$ cat src/rtl/portal_ind_mux_pkg.sv
// -----------------------------------------------------------------------------
// portal_ind_pkg
// Shared constants and helpers for the multi-channel indication portal mux.
//   clog2          : ceiling log2, used to size FIFO pointers
//   MSG_SIZE_NONE  : messageSize answer for an unknown method
//   INTR_MASK_RST  : interrupt enable mask after reset (sliced to NCHAN)
//   RR_PTR_RST     : round-robin pointer value after reset
// -----------------------------------------------------------------------------
package portal_ind_pkg;

    localparam logic [15:0] MSG_SIZE_NONE = 16'd0;
    localparam logic [15:0] INTR_MASK_RST = 16'hFFFF;
    localparam int          RR_PTR_RST    = 0;

    function automatic int clog2(input int value);
        int result;
        result = 0;
        for (int i = 0; i < 31; i++) begin
            if ((1 << i) < value) begin
                result = i + 1;
            end
        end
        return result;
    endfunction

endpackage

$ cat src/rtl/portal_ind_mux_if.sv
// -----------------------------------------------------------------------------
// portal_ind_mux_if
// Bundles the indication enqueue side, the host dequeue side, the interrupt
// controls and the messageSize query of portal_ind_mux.
//   master : user core / host side (drives enq, deq, mask and size query)
//   slave  : the portal mux itself
// -----------------------------------------------------------------------------
interface portal_ind_mux_if #(
    parameter int NCHAN = 4,
    parameter int W     = 32,
    parameter int CW    = 4
);
    logic [NCHAN-1:0]   enq_en;
    logic [NCHAN-1:0]   enq_rdy;
    logic [NCHAN*W-1:0] enq_data;
    logic [CW-1:0]      deq_sel;
    logic               deq_en;
    logic               deq_rdy;
    logic [W-1:0]       first;
    logic [NCHAN-1:0]   not_empty;
    logic               intr_mask_wr;
    logic [NCHAN-1:0]   intr_mask_data;
    logic               intr_status;
    logic [31:0]        intr_channel;
    logic [15:0]        msg_size_method;
    logic [15:0]        msg_size;

    modport master (
        output enq_en, enq_data, deq_sel, deq_en,
               intr_mask_wr, intr_mask_data, msg_size_method,
        input  enq_rdy, deq_rdy, first, not_empty,
               intr_status, intr_channel, msg_size
    );

    modport slave (
        input  enq_en, enq_data, deq_sel, deq_en,
               intr_mask_wr, intr_mask_data, msg_size_method,
        output enq_rdy, deq_rdy, first, not_empty,
               intr_status, intr_channel, msg_size
    );
endinterface

$ cat src/rtl/portal_ind_mux_fifo.sv
// -----------------------------------------------------------------------------
// portal_ind_fifo
// Single-clock FIFO holding the indication words of one channel.
//   clk, rst  : clock, synchronous active-high reset (control state only)
//   enq_en    : write enq_data when there is room (or a pop frees a slot)
//   enq_rdy   : not full
//   deq_en    : pop head when non-empty
//   deq_rdy   : not empty
//   first     : head word, forced to 0 while empty
// -----------------------------------------------------------------------------
module portal_ind_fifo
    import portal_ind_pkg::*;
#(
    parameter int W     = 32,
    parameter int DEPTH = 8
) (
    input  logic         clk,
    input  logic         rst,
    input  logic         enq_en,
    output logic         enq_rdy,
    input  logic [W-1:0] enq_data,
    input  logic         deq_en,
    output logic         deq_rdy,
    output logic [W-1:0] first
);
    localparam int AW = clog2(DEPTH);

    logic [W-1:0]  mem [DEPTH];
    logic [AW-1:0] wr_ptr;
    logic [AW-1:0] rd_ptr;
    logic [AW:0]   count;
    logic          full;
    logic          do_enq;
    logic          do_deq;

    assign full    = (count == (AW+1)'(DEPTH));
    assign enq_rdy = !full;
    assign deq_rdy = (count != '0);
    assign first   = deq_rdy ? mem[rd_ptr] : '0;

    // A full FIFO still accepts a write in the same cycle as a pop: the
    // slot being written is the one the head is leaving.
    assign do_deq = deq_en && deq_rdy;
    assign do_enq = enq_en && (!full || do_deq);

    always_ff @(posedge clk) begin
        if (rst) begin
            wr_ptr <= '0;
            rd_ptr <= '0;
            count  <= '0;
        end else begin
            if (do_enq) begin
                wr_ptr <= wr_ptr + 1'b1;
            end
            if (do_deq) begin
                rd_ptr <= rd_ptr + 1'b1;
            end
            if (do_enq && !do_deq) begin
                count <= count + 1'b1;
            end else if (!do_enq && do_deq) begin
                count <= count - 1'b1;
            end
        end
    end

    // Storage is not reset; the count decides what is valid.
    always_ff @(posedge clk) begin
        if (do_enq) begin
            mem[wr_ptr] <= enq_data;
        end
    end
endmodule

$ cat src/rtl/portal_ind_mux.sv
// -----------------------------------------------------------------------------
// portal_ind_mux
// Multi-channel indication output portal: NCHAN per-channel FIFOs, a selectable
// notEmpty/first/deq host view, a maskable registered interrupt reporting the
// interrupting channel number + 1, and a per-method messageSize lookup.
//   CLK, RST : clock, synchronous active-high reset
//   bus      : portal_ind_mux_if.slave (enq_*, deq_*, first, not_empty,
//              intr_*, msg_size*)
// Build option: define PORTAL_IND_MUX_ROUND_ROBIN_EN to pick the interrupting
// channel round-robin (starting at the channel after the last one popped)
// instead of fixed lowest-index priority.
// -----------------------------------------------------------------------------
module portal_ind_mux
    import portal_ind_pkg::*;
#(
    parameter int NCHAN = 4,
    parameter int W     = 32,
    parameter int DEPTH = 8,
    parameter int CW    = 4
) (
    input  logic            CLK,
    input  logic            RST,
    portal_ind_mux_if.slave bus
);
    logic [NCHAN-1:0] enq_rdy_v;
    logic [NCHAN-1:0] ne_v;
    logic [NCHAN-1:0] fifo_deq;
    logic [W-1:0]     head [NCHAN];
    logic [NCHAN-1:0] mask;
    logic [NCHAN-1:0] pend;
    logic             intr_status_r;
    logic [31:0]      intr_channel_r;
    logic [31:0]      intr_next;

    for (genvar c = 0; c < NCHAN; c++) begin : g_chan
        portal_ind_fifo #(
            .W     (W),
            .DEPTH (DEPTH)
        ) u_fifo (
            .clk      (CLK),
            .rst      (RST),
            .enq_en   (bus.enq_en[c]),
            .enq_rdy  (enq_rdy_v[c]),
            .enq_data (bus.enq_data[c*W +: W]),
            .deq_en   (fifo_deq[c]),
            .deq_rdy  (ne_v[c]),
            .first    (head[c])
        );
    end

    assign bus.enq_rdy   = enq_rdy_v;
    assign bus.not_empty = ne_v;

    // Selects outside 0..NCHAN-1 match no channel and so read as empty.
    always_comb begin
        fifo_deq    = '0;
        bus.deq_rdy = 1'b0;
        bus.first   = '0;
        for (int c = 0; c < NCHAN; c++) begin
            if (bus.deq_sel == CW'(c)) begin
                bus.deq_rdy = ne_v[c];
                bus.first   = head[c];
                fifo_deq[c] = bus.deq_en;
            end
        end
    end

    assign pend = ne_v & mask;

`ifdef PORTAL_IND_MUX_ROUND_ROBIN_EN
    logic [CW-1:0] rr_ptr;

    // Scan downward so the closest pending channel at or after start wins.
    function automatic logic [31:0] enc_rr(input logic [NCHAN-1:0] p,
                                           input int start);
        logic [31:0] enc;
        int          idx;
        enc = '0;
        for (int k = NCHAN - 1; k >= 0; k--) begin
            idx = (start + k) % NCHAN;
            if (p[idx]) begin
                enc = 32'(idx + 1);
            end
        end
        return enc;
    endfunction

    assign intr_next = enc_rr(pend, int'(rr_ptr));

    always_ff @(posedge CLK) begin
        if (RST) begin
            rr_ptr <= CW'(RR_PTR_RST);
        end else if (bus.deq_en && bus.deq_rdy) begin
            rr_ptr <= (int'(bus.deq_sel) + 1 >= NCHAN) ? '0
                                                       : bus.deq_sel + CW'(1);
        end
    end
`else
    function automatic logic [31:0] enc_lowest(input logic [NCHAN-1:0] p);
        logic [31:0] enc;
        enc = '0;
        for (int i = NCHAN - 1; i >= 0; i--) begin
            if (p[i]) begin
                enc = 32'(i + 1);
            end
        end
        return enc;
    endfunction

    assign intr_next = enc_lowest(pend);
`endif

    always_ff @(posedge CLK) begin
        if (RST) begin
            mask           <= INTR_MASK_RST[NCHAN-1:0];
            intr_status_r  <= 1'b0;
            intr_channel_r <= '0;
        end else begin
            if (bus.intr_mask_wr) begin
                mask <= bus.intr_mask_data;
            end
            intr_status_r  <= |pend;
            intr_channel_r <= intr_next;
        end
    end

    assign bus.intr_status  = intr_status_r;
    assign bus.intr_channel = intr_channel_r;

    assign bus.msg_size = (int'(bus.msg_size_method) < NCHAN) ? 16'(W)
                                                              : MSG_SIZE_NONE;
endmodule

$ cat src/flat_wrapper.sv
// flat-port wrapper written by rule: the top's interface ports become plain ports
module portal_ind_mux_flat import portal_ind_pkg::*;
#(
    parameter int NCHAN = 4,
    parameter int W     = 32,
    parameter int DEPTH = 8,
    parameter int CW    = 4
)
  (CLK, RST, bus_enq_en, bus_enq_data, bus_deq_sel, bus_deq_en, bus_intr_mask_wr, bus_intr_mask_data, bus_msg_size_method, bus_enq_rdy, bus_deq_rdy, bus_first, bus_not_empty, bus_intr_status, bus_intr_channel, bus_msg_size);
  portal_ind_mux_if #(.NCHAN(NCHAN), .W(W), .CW(CW)) bus_i ();
  input  logic CLK;
  input  logic RST;
  input wire logic [$bits(bus_i.enq_en)-1:0] bus_enq_en;
  input wire logic [$bits(bus_i.enq_data)-1:0] bus_enq_data;
  input wire logic [$bits(bus_i.deq_sel)-1:0] bus_deq_sel;
  input wire logic [$bits(bus_i.deq_en)-1:0] bus_deq_en;
  input wire logic [$bits(bus_i.intr_mask_wr)-1:0] bus_intr_mask_wr;
  input wire logic [$bits(bus_i.intr_mask_data)-1:0] bus_intr_mask_data;
  input wire logic [$bits(bus_i.msg_size_method)-1:0] bus_msg_size_method;
  output wire logic [$bits(bus_i.enq_rdy)-1:0] bus_enq_rdy;
  output wire logic [$bits(bus_i.deq_rdy)-1:0] bus_deq_rdy;
  output wire logic [$bits(bus_i.first)-1:0] bus_first;
  output wire logic [$bits(bus_i.not_empty)-1:0] bus_not_empty;
  output wire logic [$bits(bus_i.intr_status)-1:0] bus_intr_status;
  output wire logic [$bits(bus_i.intr_channel)-1:0] bus_intr_channel;
  output wire logic [$bits(bus_i.msg_size)-1:0] bus_msg_size;
  assign bus_i.enq_en = bus_enq_en;
  assign bus_i.enq_data = bus_enq_data;
  assign bus_i.deq_sel = bus_deq_sel;
  assign bus_i.deq_en = bus_deq_en;
  assign bus_i.intr_mask_wr = bus_intr_mask_wr;
  assign bus_i.intr_mask_data = bus_intr_mask_data;
  assign bus_i.msg_size_method = bus_msg_size_method;
  assign bus_enq_rdy = bus_i.enq_rdy;
  assign bus_deq_rdy = bus_i.deq_rdy;
  assign bus_first = bus_i.first;
  assign bus_not_empty = bus_i.not_empty;
  assign bus_intr_status = bus_i.intr_status;
  assign bus_intr_channel = bus_i.intr_channel;
  assign bus_msg_size = bus_i.msg_size;
  portal_ind_mux #(.NCHAN(NCHAN), .W(W), .DEPTH(DEPTH), .CW(CW)) u_core (.CLK(CLK), .RST(RST), .bus(bus_i));
endmodule
$ cat config.mk
export PLATFORM = sky130hd
export DESIGN_NAME = portal_ind_mux_flat
export DESIGN_NICKNAME = d
export VERILOG_FILES = /design/src/rtl/portal_ind_mux_pkg.sv /design/src/rtl/portal_ind_mux_if.sv /design/src/rtl/portal_ind_mux_fifo.sv /design/src/rtl/portal_ind_mux.sv /design/src/flat_wrapper.sv
export SDC_FILE = /design/constraint.sdc
export NUM_CORES = 1
export LEC_CHECK = 0
export ABC_AREA = 0
export ABC_CLOCK_PERIOD_IN_PS = 6400
export CAP_MARGIN = 20
export CORE_MARGIN = 2
export CORE_UTILIZATION = 40
export CTS_CLUSTER_DIAMETER = 100
export DETAILED_ROUTE_END_ITERATION = 10
export SLEW_MARGIN = 20
export SYNTH_ARGS = -nofsm -noshare
export SYNTH_HDL_FRONTEND = slang
export SYNTH_SLANG_ARGS = --single-unit
$ cat constraint.sdc
create_clock -name CLK -period 6.4 [get_ports CLK]
set_input_delay 1.28 -clock CLK [delete_from_list [all_inputs] [get_ports CLK]]
set_output_delay 1.28 -clock CLK [all_outputs]
set_load 0.02 [all_outputs]
### Word-level counts from Yosys, hierarchy flattened

Memory sizes are Yosys's and may differ from the RTL's. A register that Yosys moved wholly into a read port is not among the register bits.
Index checks and enable logic that the tools add are counted.

* add/subtract/negate cells: 16
* order comparisons: 1
* equality and inequality tests: 7
* multiplexer cells: 45
* bitwise logic cells: 1
* reductions and logical operators: 44

Operators by type and width (count)
* $mux W32: 8
* $mux W4: 8
* $mux W3: 9
* $add A3 B1 Y3 const B: 8
* $mux W1: 17
* $add A4 B1 Y4 const B: 4
* $eq A4 B4 Y1 const B: 4
* $logic_and A1 B1 Y1: 16
* $lt A16 B3 Y1 const B: 1
* $reduce_bool A4 Y1: 4
* $sub A4 B1 Y4 const B: 4
* $logic_not A1 Y1: 12
* $eq A4 B2 Y1 const B: 2
* $reduce_bool A2 Y1: 4
* $reduce_or A4 Y1: 2
* $mux W6: 1
* $and A4 B4 Y4: 1
* $eq A4 B1 Y1 const B: 1
* $logic_not A4 Y1: 1
* $logic_or A1 B1 Y1: 4
* $mux W2: 2
* $reduce_or A2 Y1: 1

* register bits after elaboration: 48
* RAM bits: 1024
* output and inout port bits: 90
* memories: 4

Memories
* u_core.g_chan[0].u_fifo.mem: depth 8, width 32, rd ports 1, clocked after Yosys merged registers in 1, write ports 1, RTL line portal_ind_mux_fifo.sv:28 `logic [W-1:0] mem [DEPTH];`
* u_core.g_chan[1].u_fifo.mem: depth 8, width 32, rd ports 1, clocked after Yosys merged registers in 1, write ports 1, RTL line portal_ind_mux_fifo.sv:28
* u_core.g_chan[2].u_fifo.mem: depth 8, width 32, rd ports 1, clocked after Yosys merged registers in 1, write ports 1, RTL line portal_ind_mux_fifo.sv:28
* u_core.g_chan[3].u_fifo.mem: depth 8, width 32, rd ports 1, clocked after Yosys merged registers in 1, write ports 1, RTL line portal_ind_mux_fifo.sv:28

### Logic depth before layout (Yosys ltp)

Gate-level depths: netlist of the first run.

* word-level depth: 9
* mapped depth: 12
* depth with buffers taken out: 11

### Modules after synthesis

From an unflattened synthesis of the first run, not the netlist that was laid out.

* cells, all modules: 2113
* area total of the unflattened synthesis: 43304.0 um2

By module, submodules not included
* portal_ind_fifo: instances 4, cells an instance 478, area each 10361.2 um2, seq. area each 7947.6 um2
* portal_ind_mux: instances 1, cells an instance 201, area each 1859.3 um2, seq. area each 160.2 um2

### Worst setup path before layout of the first run

No wires, ideal clock.

* path kind: input port to flip-flop
* start point: input bus_deq_sel[3]
* end point: memory u_core.g_chan[3].u_fifo.mem[1][0], enable pin
* arrival time: 5.295 ns
* path slack: 0.593 ns
* stages on the path: 4
* buffers on the path: 0
* path through: nor3b_1 -> a31o_2 -> nand2_1 -> nor4b_1

* longest elaborated chain between the ends: 7

Ends and longest elaborated chain
* start: declaration: RTL line flat_wrapper.sv:15 `input wire logic [$bits(bus_i.deq_sel)-1:0] bus_deq_sel;`
* $eq A4 B2 Y1: RTL line portal_ind_mux.sv:60 `if (bus.deq_sel == CW'(c)) begin`
* $mux W1: RTL line portal_ind_mux.sv:60
* $logic_and A1 B1 Y1: RTL line portal_ind_mux_fifo.sv:43 `assign do_deq = deq_en && deq_rdy;`
* $logic_or A1 B1 Y1: RTL line portal_ind_mux_fifo.sv:44 `assign do_enq = enq_en && (!full || do_deq);`
* $logic_and A1 B1 Y1: RTL line portal_ind_mux_fifo.sv:44
* $mux W1: RTL line portal_ind_mux_fifo.sv:68 `if (do_enq) begin`
* $mux W1 (not written as such): RTL line portal_ind_mux_fifo.sv:69 `mem[wr_ptr] <= enq_data;`
* end: declaration: RTL line portal_ind_mux_fifo.sv:28

Every way passes these cells.

### Final worst setup path of the first run

* start point: input bus_deq_sel[3]
* end point: output bus_first[1]

* longest elaborated chain between the ends: 5
* elaborated cells between the ends (all ways): 8

Ends and longest elaborated chain
* $logic_not A4 Y1: RTL line portal_ind_mux.sv:60
* $mux W32 (3 in series): RTL line portal_ind_mux.sv:60
* $mux W32 (*): RTL line portal_ind_mux.sv:60
* end: declaration: RTL line flat_wrapper.sv:22 `output wire logic [$bits(bus_i.first)-1:0] bus_first;`

Every way passes the cells marked *; elsewhere a longest branch is shown, timed or not.

==> flow_summary_export.csv, run 1 <==
group,metric,value,unit
yosys,netlist_area,42100,um^2
sta,worst_slew_pin_slew,1023,ps
pwr,p_comb_frac,0.098,
sta,tns,0,ps
worst_hold_path,hp-class,"reg -> reg",
sta,hold_viol,0,
route,wl,99.05,mm
yosys,ys_async_sr_fraction,0,
floorplan,die_w,328.4,um
cells_and_area,layout-drive-gt1-share,0.2358,
yosys,synth_warnings,0,
yosys,synth-main-ff-cell,"edfxtp_1",
pwr,swShare,0.2308,
yosys,synth_area_leaders,"edfxtp_1, mux4_2, dfxtp_1",
global_routing,grt_pass1_wl,142.7,mm
global_routing,grt_max_degree,61,
pwr,p_sw,3745,uW
yosys,synth_edf_count,1024,
cts,post_cts_buffers,0,
cts,cts_made_buffers,109,
status,status,"finished, final reports clean",
route,drc,0,
global_routing,grt_pass1_vias,20412,
place,gp_congestion,0.7646,
route,drt_iter0_drc,1881,
pwr,p_leak,0.01564,uW
sta,clock-skew-final,27.26,ps
place,hpwl,62.04,mm
worst_setup_path,cpPeakStageDelay,630,ps
worst_setup_path,cp_cell_sequence,"clkdlybuf4s50_1 -> nor3_1 -> nand3_1 -> nor2_4 -> buf_12 -> a2111o_1 -> clkdlybuf4s50_1",
pwr,p_clk_frac,0.391,
sta,period_share,0.8673,
floorplan,core,104800,um^2
sta,fin_crit,5551,ps
worst_setup_path,path_max_fanout,21,
flow_run,maxCapViolCount,0,
worst_setup_path,critPathCaptureType,"primary output",
place,portBuffers,203,
sta,finalWorstSetupSlack,849.2,ps
global_routing,antenna_found_initial,22,
route,avgRoutedWirePerCell,26.54,um
cells_and_area,syn2layout_area_growth,17.80,%
route,vias,19997,
yosys,synth_cell_type_count,50,
yosys,ys_seq_area_frac,0.7589,
global_routing,grt.overflow.total,0,
worst_setup_path,path_common_cell,"clkdlybuf4s50_1",
pwr,p_seq_frac,0.511,
pwr,p_int,12480,uW
route,vias_per_cell,5.358,
yosys,avgSynthCellArea,21.36,um^2
cts,cts_num_sinks,1084,
worst_setup_path,critPathSlowestCell,"clkdlybuf4s50_1",
sta,fmax,180.2,MHz
floorplan,die_area,107900,um^2
route,drt-pass1-iter-count,5,
floorplan,start_util,0.4016,
worst_setup_path,path_class,"in -> out",
yosys,yosysTopAreaCellShare,0.7304,
cells_and_area,finalNetCount,2428,
floorplan,ios,250,
sta,rsz0062_at_grt,"false",
sta,setup_violations,0,
floorplan,num_rows,119,
cts,cts_tree,"built",
yosys,synth_common_cells,"edfxtp_1, mux4_2, mux2i_1",
worst_setup_path,arrival,4270,ps
yosys,netlist_instances,1971,
place,dp_slack,883.9,ps
global_routing,gr-usage-all-layers,0.1832,
worst_setup_path,required,5120,ps
yosys,ys_seq_elements,1084,
cts,clk_pin_slew,60,ps
floorplan,dieHeight,328.4,um
sta,slew-limit-headroom,0.3181,
yosys,yosysTopAreaCell,"edfxtp_1",
cts,cts_hold_buf,0,
cts,cts_root_buffer,"clkbuf_16",
cts,h-tree-depth,3,
route,postRouteAntennaNets,0,
sta,maxSlewViolCount,0,
pwr,vdd_ir_drop_max,0.1987,mV
cts,clk_latency,690,ps
pwr,p_per_area,327.1,nW/um^2
cts,cts_repair_resize_count,0,
worst_setup_path,worstSetupStartpointType,"input port",
cts,cts_buffer_depth,3,
yosys,yosysMostFrequentCell,"edfxtp_1",
## layout by cell type, fill, tap and decap left out, types with 10 or more instances in the layout
cell / synthesis / layout
edfxtp_1: 1024 / 1024
mux4_2: 256 / 256
clkdlybuf4s50_1: 0 / 196
clkbuf_16: 0 / 112
mux2i_1: 76 / 76
buf_4: 52 / 67
nor2_1: 66 / 51
dfxtp_1: 60 / 50
conb_1: 1 / 44
nor2b_1: 42 / 42
a22o_1: 32 / 32
o22ai_1: 32 / 32
a2111o_1: 32 / 32
clkinv_1: 0 / 22
clkinv_2: 0 / 22
clkbuf_1: 52 / 22
ha_1: 20 / 20
a21oi_1: 19 / 19
inv_1: 17 / 17
nand2_1: 15 / 15
nand3_1: 15 / 15
nor2_4: 0 / 15
nor3_2: 0 / 13
bufinv_16: 0 / 12
xor2_1: 10 / 10
## through the flow
step | util | power (uW) | hold WS, ps | cell area [um^2] | instances
2_1_floorplan | - | 9351 | 431.4 | 42260 | 2014
3_3_place_gp | 0.4389 | 9979 | 459.3 | 46010 | 3524
3_5_place_dp | 0.4389 | 10040 | 476.4 | 46010 | 3524
4_1_cts | 0.4731 | 16380 | 491.9 | 49590 | 3728
5_1_grt | 0.4731 | 16780 | 520.8 | 49590 | 3730
6_report | 0.4732 | 16220 | 492.8 | 49600 | 3732
## layout make-up
| class | instances | area, um^2 |
|---|---|---|
| fillers | 8641 | 55220 |
| well taps | 1391 | 1740 |
| multi-input cells | 761 | 9638 |
| clock inverters | 70 | 691.9 |
| inverters | 18 | 67.56 |
| diodes | 4 | 10.01 |
| flip-flops and latches | 1084 | 31970 |
| clock buffers | 134 | 2885 |
| repair buffers | 270 | 2590 |
## state kept, by name (all words and copies together), names as in the netlist, named ones only
signal,count
u_core.g_chan.u_fifo.mem,1024
u_core.g_chan.u_fifo.count,16
u_core.g_chan.u_fifo.wr_ptr,12
u_core.g_chan.u_fifo.rd_ptr,12
u_core.mask,4
u_core.bus.intr_channel,3
u_core.bus.intr_status,1
## power by group through the flow
| stage | sequential, uW | clock, uW | combinational, uW |
|---|---|---|---|
| finish | 8290 | 6350 | 1590 |
| global route | 8320 | 6750 | 1700 |
| CTS | 8290 | 6470 | 1610 |
| detailed placement | 8440 | 0 | 1600 |
| global placement | 8410 | 0 | 1570 |
| floorplan | 8410 | 0 | 942 |
## worst max-delay path, delay by kind of cell
kind            cells  cell delay [ps]
compound gates      1              240
simple gates        3             1310
buf+inv             3             1410
## layer usage
layer | part of all wire | GRT usage
met5 | 0.0014 | 0
met2 | 0.48 | 0.2935
met4 | 0.022 | 0.04745
met1 | 0.43 | 0.2516
met3 | 0.068 | 0.04577
## path summary, 6_finish.rpt
kind,startpoint,to,slack (ps),cells after the start
hold / removal,u_core.mask[0]$_SDFFE_PP1P_,u_core.bus.intr_channel[1]$_SDFF_PP0_,490,1
hold reg to reg,u_core.mask[0]$_SDFFE_PP1P_,u_core.bus.intr_channel[1]$_SDFF_PP0_,490,1
setup reg to reg,u_core.g_chan[0].u_fifo.count[0]$_SDFFE_PP0P_,u_core.g_chan[0].u_fifo.count[3]$_SDFFE_PP0P_,2860,10
setup / recovery,bus_deq_sel[3],bus_first[1],850,7
## cell families after synthesis
family	count (synthesis)	synth area share
buffers and inverters	169	0.02110
AND/OR/NAND/NOR	194	0.02482
AO/OA/AOI/OAI	144	0.02702
adder cells (fa/ha/maj)	24	0.007846
multiplexers	339	0.1569
flip-flops	1084	0.7589
other	1	0.00008907
XOR/XNOR	16	0.003328
Power figures use the tool's default switching activity.
==> run 2, diff against run 1 <==
ABC_CLOCK_PERIOD_IN_PS = 5600   (was 6400)
PLACE_DENSITY = 0.64   (was default)
clock period = 5.6 ns   (was 6.4 ns; I/O delays follow)
==> flow_summary_export.csv, run 2 (synthesized netlist as in run 1, its figures left out) <==
group,metric,value,unit
global_routing,grt_pass1_vias,20655,
floorplan,core,104800,um^2
floorplan,die_w,328.4,um
global_routing,grt_pass1_wl,142.3,mm
worst_setup_path,worstSetupStartpointType,"flop",
cts,clk_latency,690,ps
sta,fmax,193.1,MHz
worst_hold_path,hp-class,"reg -> reg",
route,vias_per_cell,5.417,
pwr,p_int,13980,uW
floorplan,dieHeight,328.4,um
place,gp_congestion,0.7833,
floorplan,ios,250,
route,drt-pass1-iter-count,7,
sta,clock-skew-final,32.11,ps
pwr,p_leak,0.01565,uW
sta,period_share,0.9246,
cts,cts_repair_resize_count,0,
cells_and_area,regMostFlops,"u_core.g_chan.u_fifo.mem",
cells_and_area,largest_reg_flops,1024,
floorplan,die_area,107900,um^2
pwr,p_sw,4181,uW
worst_setup_path,required,4480,ps
worst_setup_path,arrival,4060,ps
global_routing,gr-usage-all-layers,0.1821,
cts,clk_pin_slew,60,ps
floorplan,start_util,0.4016,
global_routing,grt.overflow.total,0,
cts,cts_num_sinks,1084,
cells_and_area,mostFrequentLayoutCell,"edfxtp_1",
cells_and_area,reg.largest.list,"u_core.g_chan.u_fifo.mem x1024, u_core.g_chan.u_fifo.count x16",
flow_run,maxCapViolCount,0,
pwr,swShare,0.2303,
global_routing,grt_max_degree,61,
sta,slew-limit-headroom,0.4049,
cts,cts_root_buffer,"clkbuf_16",
cts,cts_tree,"built",
cells_and_area,layout-drive-gt1-share,0.2348,
route,avgRoutedWirePerCell,26.35,um
global_routing,antenna_found_initial,19,
worst_setup_path,critPathCaptureType,"primary output",
place,portBuffers,203,
cts,cts_hold_buf,0,
cells_and_area,final_cell_mix,"edfxtp_1, mux4_2, clkdlybuf4s50_1",
route,drc,0,
cts,cts_buffer_depth,3,
worst_setup_path,path_class,"reg -> out",
place,hpwl,62.54,mm
sta,fin_crit,5178,ps
sta,tns,0,ps
cells_and_area,syn2layout_area_growth,17.94,%
cts,h-tree-depth,3,
place,dp_slack,473.4,ps
cells_and_area,finalNetCount,2439,
route,wl,98.69,mm
pwr,p_clk_frac,0.377,
cts,post_cts_buffers,0,
pwr,p_comb_frac,0.102,
sta,finalWorstSetupSlack,422.0,ps
status,status,"finished, final reports clean",
cts,cts_made_buffers,106,
floorplan,num_rows,119,
sta,worst_slew_pin_slew,890.8,ps
route,vias,20286,
route,drt_iter0_drc,1961,
worst_setup_path,path_max_fanout,28,
pwr,p_seq_frac,0.522,
pwr,p_per_area,365.7,nW/um^2
sta,rsz0062_at_grt,"false",
sta,maxSlewViolCount,0,
pwr,vdd_ir_drop_max,0.2897,mV
sta,setup_violations,0,
route,postRouteAntennaNets,0,
sta,hold_viol,0,
## run 2: cell types whose count changed in the layout (fill, tap and decap cells not counted), sizes merged
cell and change:
inv -1, clkbuf +12, clkinv -9, clkinvlp -1, bufinv -5, buf +19
diode +3, clkdlybuf4s50 -5
## run 2: cell type report
| cell class | instances | area [um^2] |
|---|---|---|
| antenna | 7 | 17.52 |
| clock buffer | 146 | 2877 |
| clock inverter | 54 | 476.7 |
| fill | 8481 | 55170 |
| inverter | 18 | 67.56 |
| multi-input combinational | 761 | 9642 |
| sequential | 1084 | 31970 |
| tap | 1391 | 1740 |
| timing repair buffer | 284 | 2858 |
## run 2: worst max-delay path: stages, from the launching register on
cell             delay, ps
dfxtp_4                700
buf_4                  430
mux4_2                 540
mux2i_1                460
o22ai_1                170
a2111o_1               460
clkdlybuf4s50_1        560
## run 2: path summary, 6_finish.rpt
path / start / end / slack, ps / cells after the start
max: flop / bus_first[26] / 420 / 6
min: u_core.mask[0]$_SDFFE_PP1P_ / u_core.bus.intr_channel[1]$_SDFF_PP0_ / 480 / 1
max reg2reg: u_core.g_chan[1].u_fifo.count[0]$_SDFFE_PP0P_ / u_core.g_chan[1].u_fifo.count[3]$_SDFFE_PP0P_ / 2100 / 11
min reg2reg: u_core.mask[0]$_SDFFE_PP1P_ / u_core.bus.intr_channel[1]$_SDFF_PP0_ / 480 / 1
## run 2: stage by stage
stage | hold slack (ps) | area (um^2) | std cells | utilization | power [uW]
after floorplan | 431.4 | 42270 | 2014 | - | 10690
after global placement | 451.8 | 46280 | 3538 | 0.4415 | 11410
after detailed placement | 470.9 | 46280 | 3538 | 0.4415 | 11500
after CTS | 483.0 | 49630 | 3738 | 0.4735 | 18310
after global routing | 500.8 | 49640 | 3739 | 0.4735 | 18780
final | 480.5 | 49650 | 3745 | 0.4737 | 18160
## run 2: per-layer routing
metal	share of wire	track usage	wire [um]	vias up
met5	0.0014	0	140	-
met4	0.028	0.05767	2755	24
met3	0.073	0.03992	7215	151
met2	0.49	0.2952	47890	704
met1	0.41	0.2465	40690	10687
li1	-	-	-	8720
## run 2: power groups by stage
stage	Sequential [uW]	Clock [uW]	Combinational (uW)
floorplan	9610	0	1080
global placement	9600	0	1810
detailed placement	9640	0	1860
CTS	9470	6970	1870
global route	9510	7300	1980
finish	9470	6840	1850
==> run 3, diff against run 2 <==
CORE_UTILIZATION = 35   (was 40)
PLACE_DENSITY = 0.59   (was 0.64)
SYNTH_HIERARCHICAL = 1   (was default)
==> flow_summary_export.csv, run 3 <==
group,metric,value,unit
status,status,"finished, final reports clean",
cells_and_area,largest_reg_flops,1024,
yosys,synth_edf_count,1024,
floorplan,core,123300,um^2
cts,clk_pin_slew,60,ps
floorplan,die_area,126600,um^2
worst_setup_path,cp_cell_sequence,"buf_12 -> mux4_2 -> mux2i_1 -> nor2_1 -> mux2i_1 -> o22ai_2 -> clkdlybuf4s50_1",
yosys,synth_warnings,6,
yosys,yosysTopAreaCellShare,0.7101,
cts,cts_made_buffers,108,
yosys,yosysTopAreaCell,"edfxtp_1",
cts,cts_num_sinks,1084,
yosys,ys_seq_area_frac,0.7378,
worst_setup_path,worstSetupStartpointType,"flop",
cts,post_cts_buffers,0,
worst_setup_path,critPathCaptureType,"primary output",
worst_setup_path,path_max_fanout,24,
worst_setup_path,critPathSlowestCell,"dfxtp_4",
sta,setup_violations,0,
yosys,ys_async_sr_fraction,0,
cells_and_area,finalNetCount,2592,
pwr,p_leak,0.01582,uW
route,drc,0,
cts,cts_hold_buf,0,
sta,period_share,0.9203,
floorplan,die_w,355.7,um
sta,rsz0062_at_grt,"false",
yosys,synth_cell_type_count,43,
global_routing,grt_pass1_vias,21480,
sta,maxSlewViolCount,0,
floorplan,num_rows,129,
place,dp_slack,726.4,ps
sta,worst_slew_pin_slew,1132,ps
place,portBuffers,203,
global_routing,grt.overflow.total,0,
sta,tns,0,ps
pwr,vdd_ir_drop_max,0.2661,mV
yosys,avgSynthCellArea,20.49,um^2
route,vias_per_cell,5.033,
cts,cts_repair_resize_count,0,
floorplan,dieHeight,355.7,um
worst_setup_path,arrival,4030,ps
sta,fin_crit,5153,ps
route,avgRoutedWirePerCell,24.64,um
route,postRouteAntennaNets,0,
cells_and_area,reg.largest.list,"u_core/g_chan.u_fifo/mem x1024, u_core/g_chan.u_fifo/count x16",
flow_run,maxCapViolCount,0,
pwr,p_per_area,387.7,nW/um^2
sta,clock-skew-final,27.89,ps
cells_and_area,final_cell_mix,"edfxtp_1, mux4_2, clkdlybuf4s50_1",
cts,cts_root_buffer,"clkbuf_16",
floorplan,ios,250,
place,gp_congestion,0.8219,
cells_and_area,regMostFlops,"u_core/g_chan.u_fifo/mem",
cells_and_area,mostFrequentLayoutCell,"edfxtp_1",
sta,hold_viol,0,
yosys,synth_area_leaders,"edfxtp_1, mux4_2, mux2i_1",
yosys,ys_seq_elements,1084,
global_routing,gr-usage-all-layers,0.1596,
floorplan,start_util,0.3512,
sta,finalWorstSetupSlack,446.6,ps
worst_setup_path,cpPeakStageDelay,670,ps
place,place_area,47590,um^2
yosys,netlist_instances,2113,
route,drt-pass1-iter-count,5,
worst_hold_path,hp-class,"reg -> reg",
route,drt_iter0_drc,1652,
worst_setup_path,path_common_cell,"mux2i_1",
cts,h-tree-depth,3,
route,wl,101.9,mm
sta,fmax,194.0,MHz
cells_and_area,syn2layout_area_growth,17.73,%
route,vias,20816,
yosys,netlist_area,43300,um^2
place,hpwl,66.47,mm
cells_and_area,layout-drive-gt1-share,0.2427,
global_routing,grt_max_degree,65,
sta,whs,473.5,ps
worst_setup_path,r2r_setup_slack,2110,ps
cts,cts_buffer_depth,3,
sta,slew-limit-headroom,0.2455,
cts,cts_tree,"built",
global_routing,antenna_found_initial,18,
global_routing,grt_pass1_wl,146.7,mm
yosys,yosysMostFrequentCell,"edfxtp_1",
yosys,synth-main-ff-cell,"edfxtp_1",
cts,clk_latency,680,ps
worst_setup_path,path_class,"reg -> out",
cells_and_area,stdcell_area,50980,um^2
worst_setup_path,required,4480,ps
yosys,synth_common_cells,"edfxtp_1, mux4_2, mux2i_1",
## run 3: cell types whose count changed in the layout (fill, tap and decap cells not counted), moves of 11 or more
cell and change:
nor2_1 +125, mux2i_1 +122, nor2b_1 -34, a2111o_1 -32, a22o_1 -32, o22ai_2 +30, o22ai_1 -29, inv_1 -13
buf_12 -11, buf_4 +11, nand2_1 +11
## run 3: worst paths after layout
| kind | end | from | depth (start not counted) |
|---|---|---|---|
| hold reg to reg | flop | u_core/g_chan[2].u_fifo/rd_ptr[1]$_SDFFE_PP0P_ | 2 |
| setup reg to reg | u_core/g_chan[1].u_fifo/count[3]$_SDFFE_PP0P_ | u_core/g_chan[1].u_fifo/count[1]$_SDFFE_PP0P_ | 11 |
| setup / recovery | bus_first[7] | flop | 7 |
| hold / removal | flop | u_core/g_chan[2].u_fifo/rd_ptr[1]$_SDFFE_PP0P_ | 2 |
## run 3: layout make-up
type	count	area [um^2]
clock inverters	50	422.9
flip-flops and latches	1084	31980
inverters	12	45.04
diodes	2	5.005
well taps	1637	2048
multi-input cells	908	10700
repair buffers	294	2820
fillers	10814	72330
clock buffers	149	2970
## run 3: power breakdown
group          internal [uW]  switching, uW
sequential              9410            219
combinational           1170           2080
clock                   3970           2920
## run 3: cell families (layout without fill, tap and decap cells)
kind of cell             Yosys count  after routing  share of synthesized area
XOR/XNOR                          24             24                   0.005547
adder cells (fa/ha/maj)           24             24                   0.007628
AO/OA/AOI/OAI                     72             72                    0.01566
buffers and inverters            164            505                    0.02381
flip-flops                      1084           1084                     0.7378
AND/OR/NAND/NOR                  286            286                    0.02950
other                              1             46                 0.00008660
multiplexers                     458            458                     0.1799
## run 3: routing by layer
| metal | vias up | part of all wire | track usage |
|---|---|---|---|
| met3 | 151 | 0.072 | 0.04307 |
| li1 | 9097 | - | - |
| met2 | 594 | 0.49 | 0.2644 |
| met4 | 14 | 0.019 | 0.03713 |
| met1 | 10960 | 0.42 | 0.2099 |
| met5 | - | 0.00096 | 0 |
## run 3: metrics by stage
stage,cells,total power (uW),util
detailed placement,3935,13000,0.3859
finish,4136,19770,0.4135
floorplan,2156,11520,-
global placement,3935,12910,0.3859
global route,4135,20480,0.4134
CTS,4134,19910,0.4134
## run 3: critical path: cells and delay by family, from the launching register on
kind	cells	cell delay, ps
multiplexers	3	1510
buffers and inverters	2	860
AO/OA/AOI/OAI	1	230
AND/OR/NAND/NOR	1	70
flip-flops	1	670
